**config.mk**
```make
export PLATFORM = sky130hd
export DESIGN_NAME = div_unit_flat
export DESIGN_NICKNAME = d
export VERILOG_FILES = /design/src/rtl/div_unit_pkg.sv /design/src/rtl/div_unit_if.sv /design/src/rtl/div_unit_step.sv /design/src/rtl/div_unit.sv /design/src/flat_wrapper.sv
export SDC_FILE = /design/constraint.sdc
export NUM_CORES = 1
export LEC_CHECK = 0
export BUFFER_PORTS_ARGS = -buffer_cell sky130_fd_sc_hd__buf_2
export CORE_MARGIN = 5
export CORE_UTILIZATION = 40
export CTS_BUF_LIST = sky130_fd_sc_hd__clkbuf_4 sky130_fd_sc_hd__clkbuf_8 sky130_fd_sc_hd__clkbuf_16
export DETAILED_ROUTE_END_ITERATION = 10
export PLACE_DENSITY = 0.68
export SLEW_MARGIN = 20
export SYNTH_ARGS = -nofsm -noshare
export SYNTH_HDL_FRONTEND = slang
export SYNTH_HIERARCHICAL = 1
export SYNTH_SLANG_ARGS = --single-unit
```
**constraint.sdc**
```tcl
create_clock -name clk -period 3.87 [get_ports clk]
set_input_delay 0 -clock clk [delete_from_list [all_inputs] [get_ports clk]]
set_output_delay 0 -clock clk [all_outputs]
set_load 0.03 [all_outputs]
```
**src/rtl/div_unit_pkg.sv**
```systemverilog
// div_unit_pkg: state encoding, default widths and the divide-by-zero
// exception code shared between the divider and the control unit.
package div_unit_pkg;
    localparam int DIV_WIDTH = 32;
    localparam int DIV_CNT_W = 6;
    localparam logic [4:0] EXC_DIV_ZERO = 5'h0f;
    typedef enum logic [1:0] {
        IDLE   = 2'd0,
        RUN    = 2'd1,
        FINISH = 2'd2
    } div_state_t;
endpackage

```
**src/rtl/div_unit_if.sv**
```systemverilog
// div_unit_if: request/operand/result bundle between control unit and divider.
interface div_unit_if import div_unit_pkg::*; #(parameter int WIDTH = DIV_WIDTH);
    logic             start;
    logic [WIDTH-1:0] dividend;
    logic [WIDTH-1:0] divisor;
    logic             busy;
    logic             done;
    logic             div_zero;
    logic [WIDTH-1:0] hi;
    logic [WIDTH-1:0] lo;
    modport master (
        output start, dividend, divisor,
        input  busy, done, div_zero, hi, lo
    );
    modport slave (
        input  start, dividend, divisor,
        output busy, done, div_zero, hi, lo
    );
endinterface

```
**src/rtl/div_unit_step.sv**
```systemverilog
// div_step: one restoring-division iteration on unsigned magnitudes.
module div_step import div_unit_pkg::*; #(parameter int WIDTH = DIV_WIDTH) (
    input  logic [WIDTH-1:0] i_rem,
    input  logic [WIDTH-1:0] i_quo,
    input  logic [WIDTH-1:0] i_dvs,
    output logic [WIDTH-1:0] o_rem,
    output logic [WIDTH-1:0] o_quo
);
    logic [WIDTH:0]   w_sh;
    logic [WIDTH-1:0] w_diff;
    logic             w_ge;
    always_comb begin
        w_sh   = {i_rem, i_quo[WIDTH-1]};
        w_ge   = w_sh >= {1'b0, i_dvs};
        // rem < divisor before the shift, so the difference always fits WIDTH bits
        w_diff = w_sh[WIDTH-1:0] - i_dvs;
        o_rem  = w_ge ? w_diff : w_sh[WIDTH-1:0];
        o_quo  = {i_quo[WIDTH-2:0], w_ge};
    end
endmodule

```
**src/rtl/div_unit.sv**
```systemverilog
// div_unit: multicycle signed divider for DIV; quotient to lo, remainder to hi,
// one restoring step per clock with sign fix-up in FINISH.
module div_unit import div_unit_pkg::*; #(
    parameter int WIDTH = DIV_WIDTH,
    parameter int CNT_W = DIV_CNT_W
) (
    input  logic       clk,
    input  logic       reset,
    div_unit_if.slave  bus
);
    div_state_t       r_state;
    div_state_t       w_next;
    logic [WIDTH-1:0] r_rem;
    logic [WIDTH-1:0] r_quo;
    logic [WIDTH-1:0] r_dvs;
    logic [WIDTH-1:0] r_hi;
    logic [WIDTH-1:0] r_lo;
    logic [WIDTH-1:0] w_rem;
    logic [WIDTH-1:0] w_quo;
    logic [CNT_W-1:0] r_cnt;
    logic             r_sign_q;
    logic             r_sign_r;
    logic             r_zero;
    logic             r_done;
    logic             r_div_zero;
    logic             w_dz;

    assign w_dz         = bus.divisor == '0;
    assign bus.busy     = r_state == RUN;
    assign bus.done     = r_done;
    assign bus.div_zero = r_div_zero;
    assign bus.hi       = r_hi;
    assign bus.lo       = r_lo;

    div_step #(.WIDTH(WIDTH)) u_step (
        .i_rem (r_rem),
        .i_quo (r_quo),
        .i_dvs (r_dvs),
        .o_rem (w_rem),
        .o_quo (w_quo)
    );

    always_comb begin
        w_next = r_state;
        case (r_state)
            IDLE:    w_next = bus.start ? (w_dz ? FINISH : RUN) : IDLE;
            RUN:     w_next = (r_cnt == CNT_W'(1)) ? FINISH : RUN;
            default: w_next = IDLE;
        endcase
    end

    always_ff @(posedge clk) begin
        if (!reset) begin
            r_state    <= IDLE;
            r_rem      <= '0;
            r_quo      <= '0;
            r_dvs      <= '0;
            r_hi       <= '0;
            r_lo       <= '0;
            r_cnt      <= '0;
            r_sign_q   <= 1'b0;
            r_sign_r   <= 1'b0;
            r_zero     <= 1'b0;
            r_done     <= 1'b0;
            r_div_zero <= 1'b0;
        end else begin
            r_state    <= w_next;
            r_done     <= r_state == FINISH;
            r_div_zero <= (r_state == FINISH) && r_zero;
            case (r_state)
                IDLE: begin
                    if (bus.start) begin
                        r_zero <= w_dz;
                        if (!w_dz) begin
                            r_quo    <= bus.dividend[WIDTH-1] ? -bus.dividend : bus.dividend;
                            r_dvs    <= bus.divisor[WIDTH-1] ? -bus.divisor : bus.divisor;
                            r_sign_q <= bus.dividend[WIDTH-1] ^ bus.divisor[WIDTH-1];
                            r_sign_r <= bus.dividend[WIDTH-1];
                            r_rem    <= '0;
                            r_cnt    <= CNT_W'(WIDTH);
                        end
                    end
                end
                RUN: begin
                    r_rem <= w_rem;
                    r_quo <= w_quo;
                    r_cnt <= r_cnt - CNT_W'(1);
                end
                FINISH: begin
                    if (!r_zero) begin
                        r_lo <= r_sign_q ? -r_quo : r_quo;
                        r_hi <= r_sign_r ? -r_rem : r_rem;
                    end
                end
                default: ;
            endcase
        end
    end
endmodule

```
**src/flat_wrapper.sv**
```systemverilog
// flat-port wrapper written by rule: the top's interface ports become plain ports
module div_unit_flat import div_unit_pkg::*;
#(
    parameter int WIDTH = DIV_WIDTH,
    parameter int CNT_W = DIV_CNT_W
)
  (clk, reset, bus_start, bus_dividend, bus_divisor, bus_busy, bus_done, bus_div_zero, bus_hi, bus_lo);
  div_unit_if #(.WIDTH(WIDTH)) bus_i ();
  input  logic clk;
  input  logic reset;
  input wire logic [$bits(bus_i.start)-1:0] bus_start;
  input wire logic [$bits(bus_i.dividend)-1:0] bus_dividend;
  input wire logic [$bits(bus_i.divisor)-1:0] bus_divisor;
  output wire logic [$bits(bus_i.busy)-1:0] bus_busy;
  output wire logic [$bits(bus_i.done)-1:0] bus_done;
  output wire logic [$bits(bus_i.div_zero)-1:0] bus_div_zero;
  output wire logic [$bits(bus_i.hi)-1:0] bus_hi;
  output wire logic [$bits(bus_i.lo)-1:0] bus_lo;
  assign bus_i.start = bus_start;
  assign bus_i.dividend = bus_dividend;
  assign bus_i.divisor = bus_divisor;
  assign bus_busy = bus_i.busy;
  assign bus_done = bus_i.done;
  assign bus_div_zero = bus_i.div_zero;
  assign bus_hi = bus_i.hi;
  assign bus_lo = bus_i.lo;
  div_unit #(.WIDTH(WIDTH), .CNT_W(CNT_W)) u_core (.clk(clk), .reset(reset), .bus(bus_i));
endmodule
```
# Word level (Yosys, flattened, before mapping)
# Cells that the tools add are included.
[word_totals]
wordCells = 53
regBits = 173
input_bits = 67
output_inout_bits = 67
[classes]
eq_ne = 5
mux = 18
magnitude_cmp = 1
reduce_logical = 8
bitwise_logic = 3
addsub = 6
[op_table]
columns = ["operator", "n"]
rows = [
  ["2-to-1 mux 32 bit", 9],
  ["negation 32 bit", 4],
  ["case mux 32 bit (2 select lines)", 2],
  [">= comparator 33 x 32 -> 1 bit", 1],
  ["logical NOT 32 bit", 1],
  ["subtractor 32 bit", 1],
  ["2-to-1 mux 6 bit", 2],
  ["case mux 6 bit (2 select lines)", 1],
  ["equality test 6 x 1 -> 1 bit (second input constant)", 1],
  ["2-to-1 mux 2 bit", 3],
  ["AND reduction 3 bit", 2],
  ["subtractor 6 x 1 -> 6 bit (second input constant)", 1],
  ["!= test 2 bit (second input constant)", 2],
  ["case mux 2 bit (2 select lines)", 1],
  ["AND reduction 2 bit", 2],
  ["equality test 2 x 1 -> 1 bit (second input constant)", 1],
  ["equality test 2 bit (second input constant)", 1],
  ["logical NOT 2 bit", 1],
  ["NOT 1 bit", 2],
  ["nonzero test 2 bit", 1],
  ["logical AND 1 bit", 1],
  ["bitwise XOR 1 bit", 1],
]

# Depth between registers and ports, before layout
# Gate-level depths: netlist of the first run.
[depth]
depth_word = 5
depth_mapped = 15
ltp_nobuf = 13

# Modules after synthesis
# The synthesis of the first run kept the hierarchy.
[modules_own_cells]
columns = ["mod", "seq_area_each_um2", "cells_each", "area_per_inst_um2", "n_inst"]
rows = [
  ["div_unit", 3463.3, 1095, 8994.9, 1],
  ["div_step", 0.0, 367, 2728.9, 1],
]

# Worst setup path after synthesis of the first run
# Ideal clock, no wire load.
[synth_path]
path_kind = "register to register"
from = "register u_core.r_quo[31]"
to = "register u_core.r_rem[30]"
t_arrival_ps = 2720
required_ps = 3742
stages_incl_launch_ff = 14
path_buffers = 0
setup_time_ps = 128
synth_period_minus_slack_ps = 2848
setup_slack_ps = 1022
cell_sequence = "dfxtp_1 inv_1 ha_1 fa_1 nor2b_1 o2111ai_1 a211oi_1 nor3_1 nor2_2 a211oi_1 nand4b_1 a41o_2 a22oi_1 nor2_1"
[synth_between]
elab_chain_cells = 3
word_cells_on_any_way = 4
classes_between = "add/sub (1); order compare (1); mux (2)"
[synth_lines]
columns = ["element", "line_no", "source"]
rows = [
  ["from (decl)", "div_unit.sv:14", "logic [WIDTH-1:0] r_quo;"],
  ["from (signal assigned)", "div_unit.sv:75", "r_quo <= bus.dividend[WIDTH-1] ? -bus.dividend : bus.dividend;"],
  ["from (signal assigned)", "div_unit.sv:86", "r_quo <= w_quo;"],
  ["subtractor 32 bit / >= comparator 33 x 32 -> 1 bit (equally long branches)", "div_unit_step.sv:16, div_unit_step.sv:14", ""],
  ["2-to-1 mux 32 bit (*)", "div_unit_step.sv:17", "o_rem = w_ge ? w_diff : w_sh[WIDTH-1:0];"],
  ["via u_core.w_rem[30]", "div_unit.sv:18", "logic [WIDTH-1:0] w_rem;"],
  ["case mux 32 bit (2 select lines) (*)", "div_unit.sv:70", "case (r_state)"],
  ["to (signal assigned)", "div_unit.sv:85", "r_rem <= w_rem;"],
  ["to (decl)", "div_unit.sv:13", "logic [WIDTH-1:0] r_rem;"],
]
# Mark *: on every way through the listed nets, which the timed path passes. The rest lies on a longest branch.
# A chain may end at the register's enable or synchronous reset.

# Worst setup path after layout of the first run
[layout_path]
from = "register u_core.r_rem[23]"
to = "register u_core.r_rem[8]"
[layout_between]
elab_chain_cells = 3
[layout_lines]
columns = ["element", "line_no", "source"]
rows = [
  [">= comparator 33 x 32 -> 1 bit", "div_unit_step.sv:14", "w_ge = w_sh >= {1'b0, i_dvs};"],
  ["via u_core.w_quo[0]", "div_unit.sv:19", "logic [WIDTH-1:0] w_quo;"],
  ["2-to-1 mux 32 bit", "div_unit_step.sv:17", ""],
  ["via u_core.w_rem[8]", "div_unit.sv:18", ""],
  ["case mux 32 bit (2 select lines)", "div_unit.sv:70", ""],
]
# The timed path passes the listed nets, and every way through them passes these cells.

==> results of run 1 <==
-- area by class of cell --
class	count	area, um^2	area share [%]
Multi-Input combinational cell	1108	7360	55.2
Sequential cell	173	3460	26.0
Timing Repair Buffer	193	1240	9.28
Tap cell	384	480	3.60
Clock buffer	18	439	3.29
Inverter	56	214	1.60
Clock inverter	14	143	1.07
-- registers in the layout (all words and copies together), names as in the netlist --
signal               cells
u_core/bus.div_zero      1
u_core/bus.done          1
u_core/bus.hi           32
u_core/bus.lo           32
u_core/r_cnt             6
u_core/r_dvs            32
u_core/r_quo            32
u_core/r_rem            32
u_core/r_sign_q          1
u_core/r_sign_r          1
u_core/r_state           2
u_core/r_zero            1
-- timing repair --
item / in CTS / in global routing
endpoints found under the hold margin: 37 / 0
hold buffers: 39 / 0
resized for setup: 0 / 0
-- placed cells by master, fill, tap and decap left out, types with 22 or more instances in the layout --
cell,n
a22oi_1,32
xor2_1,78
nor2_1,137
nor3_1,31
o21ai_0,89
nand3_1,49
o41ai_1,27
dfxtp_1,173
xnor2_1,54
ha_1,38
mux2_4,24
o31ai_1,42
buf_2,133
nand2_1,101
dlygate4sd3_1,39
or3_1,22
inv_1,53
a21oi_1,95
a211oi_1,42
-- logic make-up after synthesis --
logic type,after synthesis,share of synthesized area (%)
AO/OA/AOI/OAI,438,24.8
XOR/XNOR,132,9.86
adder cells (fa/ha/maj),39,4.23
buffers and inverters,181,7.84
flip-flops,173,29.5
multiplexers,42,4.62
AND/OR/NAND/NOR,457,19.1
-- per-stage QoR --
stage | power (W) | hold WS (ns) | util (%)
floorplan | 0.00323 | 0.136 | -
global placement | 0.00353 | 0.297 | 42.9
detailed placement | 0.00354 | 0.297 | 42.9
CTS | 0.00529 | 0.00126 | 46.2
global route | 0.00554 | 0.0426 | 46.2
finish | 0.00530 | 0.0120 | 46.2
-- critical path, delay by kind of cell, from the launching register on --
kind / cells / cell delay (ns)
AO/OA/AOI/OAI: 4 / 1.03
multiplexers: 1 / 0.34
buffers and inverters: 1 / 0.43
AND/OR/NAND/NOR: 4 / 0.65
adder cells (fa/ha/maj): 1 / 0.48
flip-flops: 1 / 0.38
-- layer usage --
| metal | up-vias | wire length (um) |
|---|---|---|
| met2 | 362 | 14900 |
| met4 | 0 | 546 |
| met5 | - | 0 |
| met3 | 37 | 2030 |
| li1 | 5449 | - |
| met1 | 5207 | 17600 |
-- report_power, final --
part	switching (W)	internal [W]
combinational	0.000920	0.000631
sequential	0.000136	0.00188
clock	0.000853	0.000879
total	0.00191	0.00339
-- worst min-delay path by stage --
stage | to | slack, ns | start
2_1_floorplan | u_core/r_dvs[0]$_SDFFE_PN0P_ | 0.14 | bus_divisor[0]
3_3_place_gp | u_core/r_state[1]$_SDFF_PN0_ | 0.30 | bus_start
3_5_place_dp | u_core/r_state[1]$_SDFF_PN0_ | 0.30 | bus_start
4_1_cts | u_core/r_quo[15]$_SDFFE_PN0P_ | 0.001 | bus_dividend[15]
5_1_grt | u_core/r_quo[15]$_SDFFE_PN0P_ | 0.04 | bus_dividend[15]
6_report | u_core/r_quo[25]$_SDFFE_PN0P_ | 0.01 | bus_dividend[25]
==> metrics.md, run 1 <==
| Metric | Value |
|---|---|
| Status | complete, no violations |
| Peak supply drop | 0.334 mV |
| Met1 usage | 31.3% |
| Congestion Overflow GR | 0 |
| Cell count after synthesis | 1462 |
| IO Port Bufs | 133 |
| Routed Wire Length | 35.0 mm |
| Crit path kind | register to register |
| Vias in the first global route | 10100 |
| Clock-pin slew on the worst setup and hold paths | 0.07 ns |
| Syn Area/Cell | 8.02 um^2 |
| Floorplan core area | 0.0289 mm^2 |
| Fmax | 0.289 GHz |
| Sum Neg Setup Slack | 0 ns |
| Finished Layout Cells | 1946 |
| Slew Limit Headroom | 29.8% |
| Std-Cell Rows | 62 |
| HPWL Detailed | 25.7 mm |
| RR Endpoint | u_core/r_rem[8]$_SDFFE_PN0P_ |
| Critical Path Sink Type | register |
| Fin. max-slew vios | 0 |
| Cells on Worst Hold Path | 4 |
| Area growth from synthesis to layout | 13.8% |
| First-pass DRT Iterations | 7 |
| Most common cell in the netlist | dfxtp_1 |
| Synth area leaders | dfxtp_1 30%, xor2_1 5.8%, nor2_1 4.4%, a21oi_1 4.1%, ha_1 4.1% |
| IO Pins | 134 |
| First-pass GRT wire length | 55.6 mm |
| Setup violators final | 0 |
| Maximum buffer depth of the clock tree | 2 |
| Worst r2r src | u_core/r_rem[23]$_SDFFE_PN0P_ |
| Top-area cell type share of the netlist area | 29.5% |
| Largest stage delay, worst path | 0.48 ns |
| Layout cell share with drive strength beyond 1 | 15.6% |
| Critical Path AT | 3.77 ns |
| Post-route setup slack | 0.409 ns |
| Skew final | 0.00942 ns |
| CP cell instances | ha_1 > and3_1 > nand3_1 > a211oi_2 > nor3_4 > o211ai_4 > a21oi_4 > inv_4 > mux2_4 > a22oi_1 > nor2_1 |
| Die height | 181 um |
| CP Launch Type | register |
| Most used routing layer | met1 |
| Worst EP required | 4.18 ns |
| Gpl congestion | 0.877 |
| Die area | 0.0328 mm^2 |
| Final #Nets | 1655 |
| Vias per cell | 5.68 |
| Initial Utilization | 40.6% |
| Vias | 11100 |
| Period minus WS final | 3.46 ns |
| Hold Vio Cnt, Final | 0 |
| Met2 Use GR | 30.4% |
| Post-synth top cells | 173 x dfxtp_1, 137 x nor2_1, 101 x nand2_1 |
| DR DRC count | 0 |
| Critical path launch point | u_core/r_rem[23]$_SDFFE_PN0P_ |
| Initial DRC count | 1043 |
| RSZ-0062 raised after global routing | no |
| Least-Margin Pin Slew | 1.05 ns |
| R2R Setup Slk | 0.41 ns |
| Filler cell count | 2907 |
| Max cap viols | 0 |
| Worst skew pair latency | 0.44 ns |
| Largest net degree at the start of global routing | 108 |
| Antenna diodes | 0 |
| # clock sinks | 173 |
| Routed length per placed instance | 18.0 um |
| Synth Register Bits | 173 |
| CTS root buffer | clkbuf_16 |
| Synth cell types | 80 |
| Post-synth EDFFs | 0 |
| Remaining antenna violation count after routing | 0 |
| Post-synth top area cell | dfxtp_1 |
| Power Density | 397 mW/mm^2 |
| Post-synth top flop | dfxtp_1 |
| Post-route clock period utilization | 89.4% |
| Placed cell count | 1875 |
| Asr flop ratio synth | 0% |
| GRT Util Overall | 20.5% |
| Setup Fix Bufs, Post-CTS | 0 |
| CTS tree | built |
| Cts bufs inserted | 17 |
| Worst hold path type | input port to register |
| Cell area after layout | 0.0133 mm^2 |
| Slowest library cell on the worst path | ha_1 |
| Synthesized area | 0.0117 mm^2 |
| LEAKAGE | 5.38 nW |
| Yosys warning count | 6 |
| Die Wd | 181 um |
| DP Worst Slack | 0.495 ns |
| Met3 global-route usage | 2.71% |
| Antenna violations before repair | 0 |
| Worst Setup EP | u_core/r_rem[8]$_SDFFE_PN0P_ |
| CP Max Fanout | 30 |
| Register area share after synthesis | 29.5% |
| H-tree levels | 4 |
| Net Count, Synth | 1568 |
| Placed cell areas | 0.0124 mm^2 |
| Reg2Reg Depth | 11 |
Note: power is estimated with default switching activity, not from simulation.
==> inputs of run 2 (changes only) <==
Settings changed: ABC_AREA set to 1, SETUP_SLACK_MARGIN set to 0.4.
==> run 2 against run 1 <==
Effect of this change:
- fmax rose by 24%
- wire length rose by 33%
- clock power barely moved
- largest power group is now combinational cells
- critical path type unchanged
- register-to-register slack improved by 0.66 ns
- critical endpoint is now u_core/r_rem[0]$_SDFFE_PN0P_
- highest routed layer unchanged
- cell area rose by 15%
- die area rose by 17%
- core utilization fell by 1.4 points
==> metrics.md, run 2 <==
| Metric | Value |
|---|---|
| Top-area cell type share of the netlist area | 25.1% (was 29.5%) |
| CTS tree | built (unchanged) |
| Post-synth EDFFs | 0 (unchanged) |
| XOR/XNOR Fraction of Synth Area | 3.99% (was 9.86%) |
| Worst EP required | 4.24 ns (was 4.18 ns) |
| Vias in the first global route | 13900 (was 10100) |
| Hold Vio Cnt, Final | 0 (unchanged) |
| RR Endpoint | u_core/r_rem[0]$_SDFFE_PN0P_ (was u_core/r_rem[8]$_SDFFE_PN0P_) |
| Congestion Overflow GR | 0 (unchanged) |
| Floorplan core area | 0.0343 mm^2 (was 0.0289 mm^2) |
| Post-Synth Simple-Gate Area | 41.2% (was 19.1%) |
| Synth Register Bits | 173 (unchanged) |
| DR DRC count | 0 (unchanged) |
| Initial Utilization | 40.3% (was 40.6%) |
| Maximum buffer depth of the clock tree | 2 (unchanged) |
| CTS resizes | 0 (unchanged) |
| IO Port Bufs | 133 (unchanged) |
| Reg2Reg Depth | 12 (was 11) |
| Total power | 0.00691 W (was 0.00530 W) |
| Antenna violations before repair | 0 (unchanged) |
| CP Launch Type | register (unchanged) |
| R2R Setup Slk | 1.07 ns (was 0.41 ns) |
| Vias per cell | 5.11 (was 5.68) |
| Post-synth top area cell | dfxtp_1 (unchanged) |
| Initial DRC count | 1185 (was 1043) |
| Critical path launch point | u_core/r_rem[14]$_SDFFE_PN0P_ (was u_core/r_rem[23]$_SDFFE_PN0P_) |
| Skew final | 0.0219 ns (was 0.00942 ns) |
| Worst r2r src | u_core/r_rem[14]$_SDFFE_PN0P_ (was u_core/r_rem[23]$_SDFFE_PN0P_) |
| Most frequent cells in the layout | 752 x nand2_1, 309 x inv_1, 283 x nor2_1, 188 x nand3_1, 173 x dfxtp_1 (was 173 x dfxtp_1, 137 x nor2_1, 133 x buf_2, 101 x nand2_1, 95 x a21oi_1) |
| Power Density | 449 mW/mm^2 (was 397 mW/mm^2) |
| Synth Area in Compound Gates | 12.4% (was 24.8%) |
| Post-route clock period utilization | 72.4% (was 89.4%) |
| IO Pins | 134 (unchanged) |
| Peak supply drop | 0.304 mV (was 0.334 mV) |
| Asr flop ratio synth | 0% (unchanged) |
| Synth area leaders | dfxtp_1 25%, nand2_1 20%, inv_1 8.4%, nor2_1 7.7%, nand3_1 6.8% (was dfxtp_1 30%, xor2_1 5.8%, nor2_1 4.4%, a21oi_1 4.1%, ha_1 4.1%) |
| Slew Limit Headroom | 36.3% (was 29.8%) |
| Synth cell types | 44 (was 80) |
| Fin. max-slew vios | 0 (unchanged) |
| Layout cell share with drive strength beyond 1 | 9.70% (was 15.6%) |
| Post-synth top cells | 752 x nand2_1, 310 x inv_1, 284 x nor2_1 (was 173 x dfxtp_1, 137 x nor2_1, 101 x nand2_1) |
| Least-Margin Pin Slew | 0.954 ns (was 1.05 ns) |
| RSZ-0062 raised after global routing | no (unchanged) |
| Clock-pin slew on the worst setup and hold paths | 0.08 ns (was 0.07 ns) |
| Gpl congestion | 0.979 (was 0.877) |
| Combinational family with the most area after synthesis | simple AND/OR/NAND/NOR gates (was compound AO/OA/AOI/OAI gates) |
| Area growth from synthesis to layout | 11.3% (was 13.8%) |
| Adder-Cell Fraction of Synth Area | 3.59% (was 4.23%) |
| Placed cell areas | 0.0145 mm^2 (was 0.0124 mm^2) |
| Net Count, Synth | 2474 (was 1568) |
| LEAKAGE | 7.76 nW (was 5.38 nW) |
| CP Max Fanout | 35 (was 30) |
| Register area share after synthesis | 25.1% (was 29.5%) |
| Critical Path Sink Type | register (unchanged) |
| Cell area after layout | 0.0154 mm^2 (was 0.0133 mm^2) |
| H-tree levels | 4 (unchanged) |
| Antenna diodes | 0 (unchanged) |
| Period minus WS final | 2.80 ns (was 3.46 ns) |
| Routed Wire Length | 46.4 mm (was 35.0 mm) |
| # clock sinks | 173 (unchanged) |
| Critical Path AT | 3.17 ns (was 3.77 ns) |
| Worst hold margin | 0.0246 ns (was 0.0120 ns) |
| Filler cell count | 3647 (was 2907) |
| Cell count after synthesis | 2368 (was 1462) |
| Worst hold path type | input port to register (unchanged) |
| Die area | 0.0383 mm^2 (was 0.0328 mm^2) |
| Std-Cell Rows | 68 (was 62) |
| Leading cell type in the layout, fill and taps excluded | nand2_1 (was dfxtp_1) |
| Sum Neg Setup Slack | 0 ns (unchanged) |
| Syn Area/Cell | 5.83 um^2 (was 8.02 um^2) |
| Worst skew pair latency | 0.45 ns (was 0.44 ns) |
| Cts bufs inserted | 17 (unchanged) |
| First-pass DRT Iterations | 7 (unchanged) |
| Crit path kind | register to register (unchanged) |
| Yosys warning count | 6 (unchanged) |
| Largest net degree at the start of global routing | 109 (was 108) |
| Worst Setup EP | u_core/r_rem[0]$_SDFFE_PN0P_ (was u_core/r_rem[8]$_SDFFE_PN0P_) |
| Fmax | 0.357 GHz (was 0.289 GHz) |
| Max cap viols | 0 (unchanged) |
| First-pass GRT wire length | 74.0 mm (was 55.6 mm) |
| Most common cell in the netlist | nand2_1 (was dfxtp_1) |
| Final #Nets | 2557 (was 1655) |
| Die height | 196 um (was 181 um) |
| Vias | 14900 (was 11100) |
| Die Wd | 196 um (was 181 um) |
| Setup violators final | 0 (unchanged) |
| Synthesized area | 0.0138 mm^2 (was 0.0117 mm^2) |
| Mux contribution to synthesized area | 0% (was 4.62%) |
| HPWL Detailed | 35.5 mm (was 25.7 mm) |
| Post-synth top flop | dfxtp_1 (unchanged) |
| Routed length per placed instance | 15.9 um (was 18.0 um) |
| Status | complete, no violations (unchanged) |
| GRT Util Overall | 23.6% (was 20.5%) |
| Remaining antenna violation count after routing | 0 (unchanged) |
| CTS root buffer | clkbuf_16 (unchanged) |
## run 2: layout make-up
type                       instances  area (um^2)  area share (%)
clock buffer                      18          433            2.82
clock inverter                    14          141           0.919
inverter                         315         1180            7.69
multi-input combinational       1764         8470            55.1
sequential                       173         3460            22.5
tap                              455          569            3.70
timing repair buffer             180         1120            7.29
## run 2: how the worst min path moves through the flow
stage / endpoint / cells past startpoint / slack, ns / start
after CTS: u_core/r_quo[27]$_SDFFE_PN0P_ / 6 / 0.005 / bus_dividend[27]
after floorplan: u_core/r_dvs[0]$_SDFFE_PN0P_ / 2 / 0.14 / bus_divisor[0]
after global routing: u_core/r_dvs[18]$_SDFFE_PN0P_ / 3 / 0.04 / reset
after detailed placement: u_core/r_dvs[0]$_SDFFE_PN0P_ / 3 / 0.29 / bus_divisor[0]
final: u_core/r_quo[5]$_SDFFE_PN0P_ / 5 / 0.02 / bus_dividend[5]
after global placement: u_core/r_dvs[0]$_SDFFE_PN0P_ / 3 / 0.28 / bus_divisor[0]
## run 2: routing by layer
metal | track usage (%) | vias up | share of wire [%]
li1 | - | 7597 | -
met1 | 31.3 | 6817 | 45
met2 | 40.8 | 427 | 48
met3 | 2.78 | 65 | 4.8
met4 | 6.36 | 0 | 2.4
met5 | 0 | - | 0
## run 2: cells by family after synthesis
group	Yosys count
AOI/OAI and AO/OA	318
xor gates and xnor gates	63
adders and majority gates	39
buffers and inverters	431
DFF	173
and+or+nand+nor	1344
## run 2: per-stage QoR
stage	utilization (%)	worst slack, ns	instances
3_3_place_gp	42.2	1.15	2852
3_5_place_dp	42.2	1.13	2852
6_report	44.8	1.07	2919
2_1_floorplan	-	1.85	2368
4_1_cts	44.8	1.09	2919
5_1_grt	44.8	0.849	2919
## run 2: timing repair
item                      CTS  global route
hold buffers               35             0
hold endpoints to repair   36             0
buffers inserted            0             0
## run 2: power by group
| group | switching [W] | total, W | internal [W] | leakage [nW] |
|---|---|---|---|---|
| clock | 0.000848 | 0.00172 | 0.000868 | 0.282 |
| sequential | 0.000178 | 0.00208 | 0.00191 | 1.41 |
| combinational | 0.00214 | 0.00311 | 0.000964 | 6.07 |
## run 2: worst max-delay path, stage by stage (launching register included)
cell and delay [ns]:
dfxtp_1 0.58, ha_1 0.36, nand2_1 0.15, nor2_1 0.11
nand2_1 0.08, nor2_1 0.05, nand2_1 0.06, nand2_1 0.08
nor2_4 0.40, nand2_8 0.31, o21ai_0 0.26, nand2_1 0.08
a21oi_1 0.16
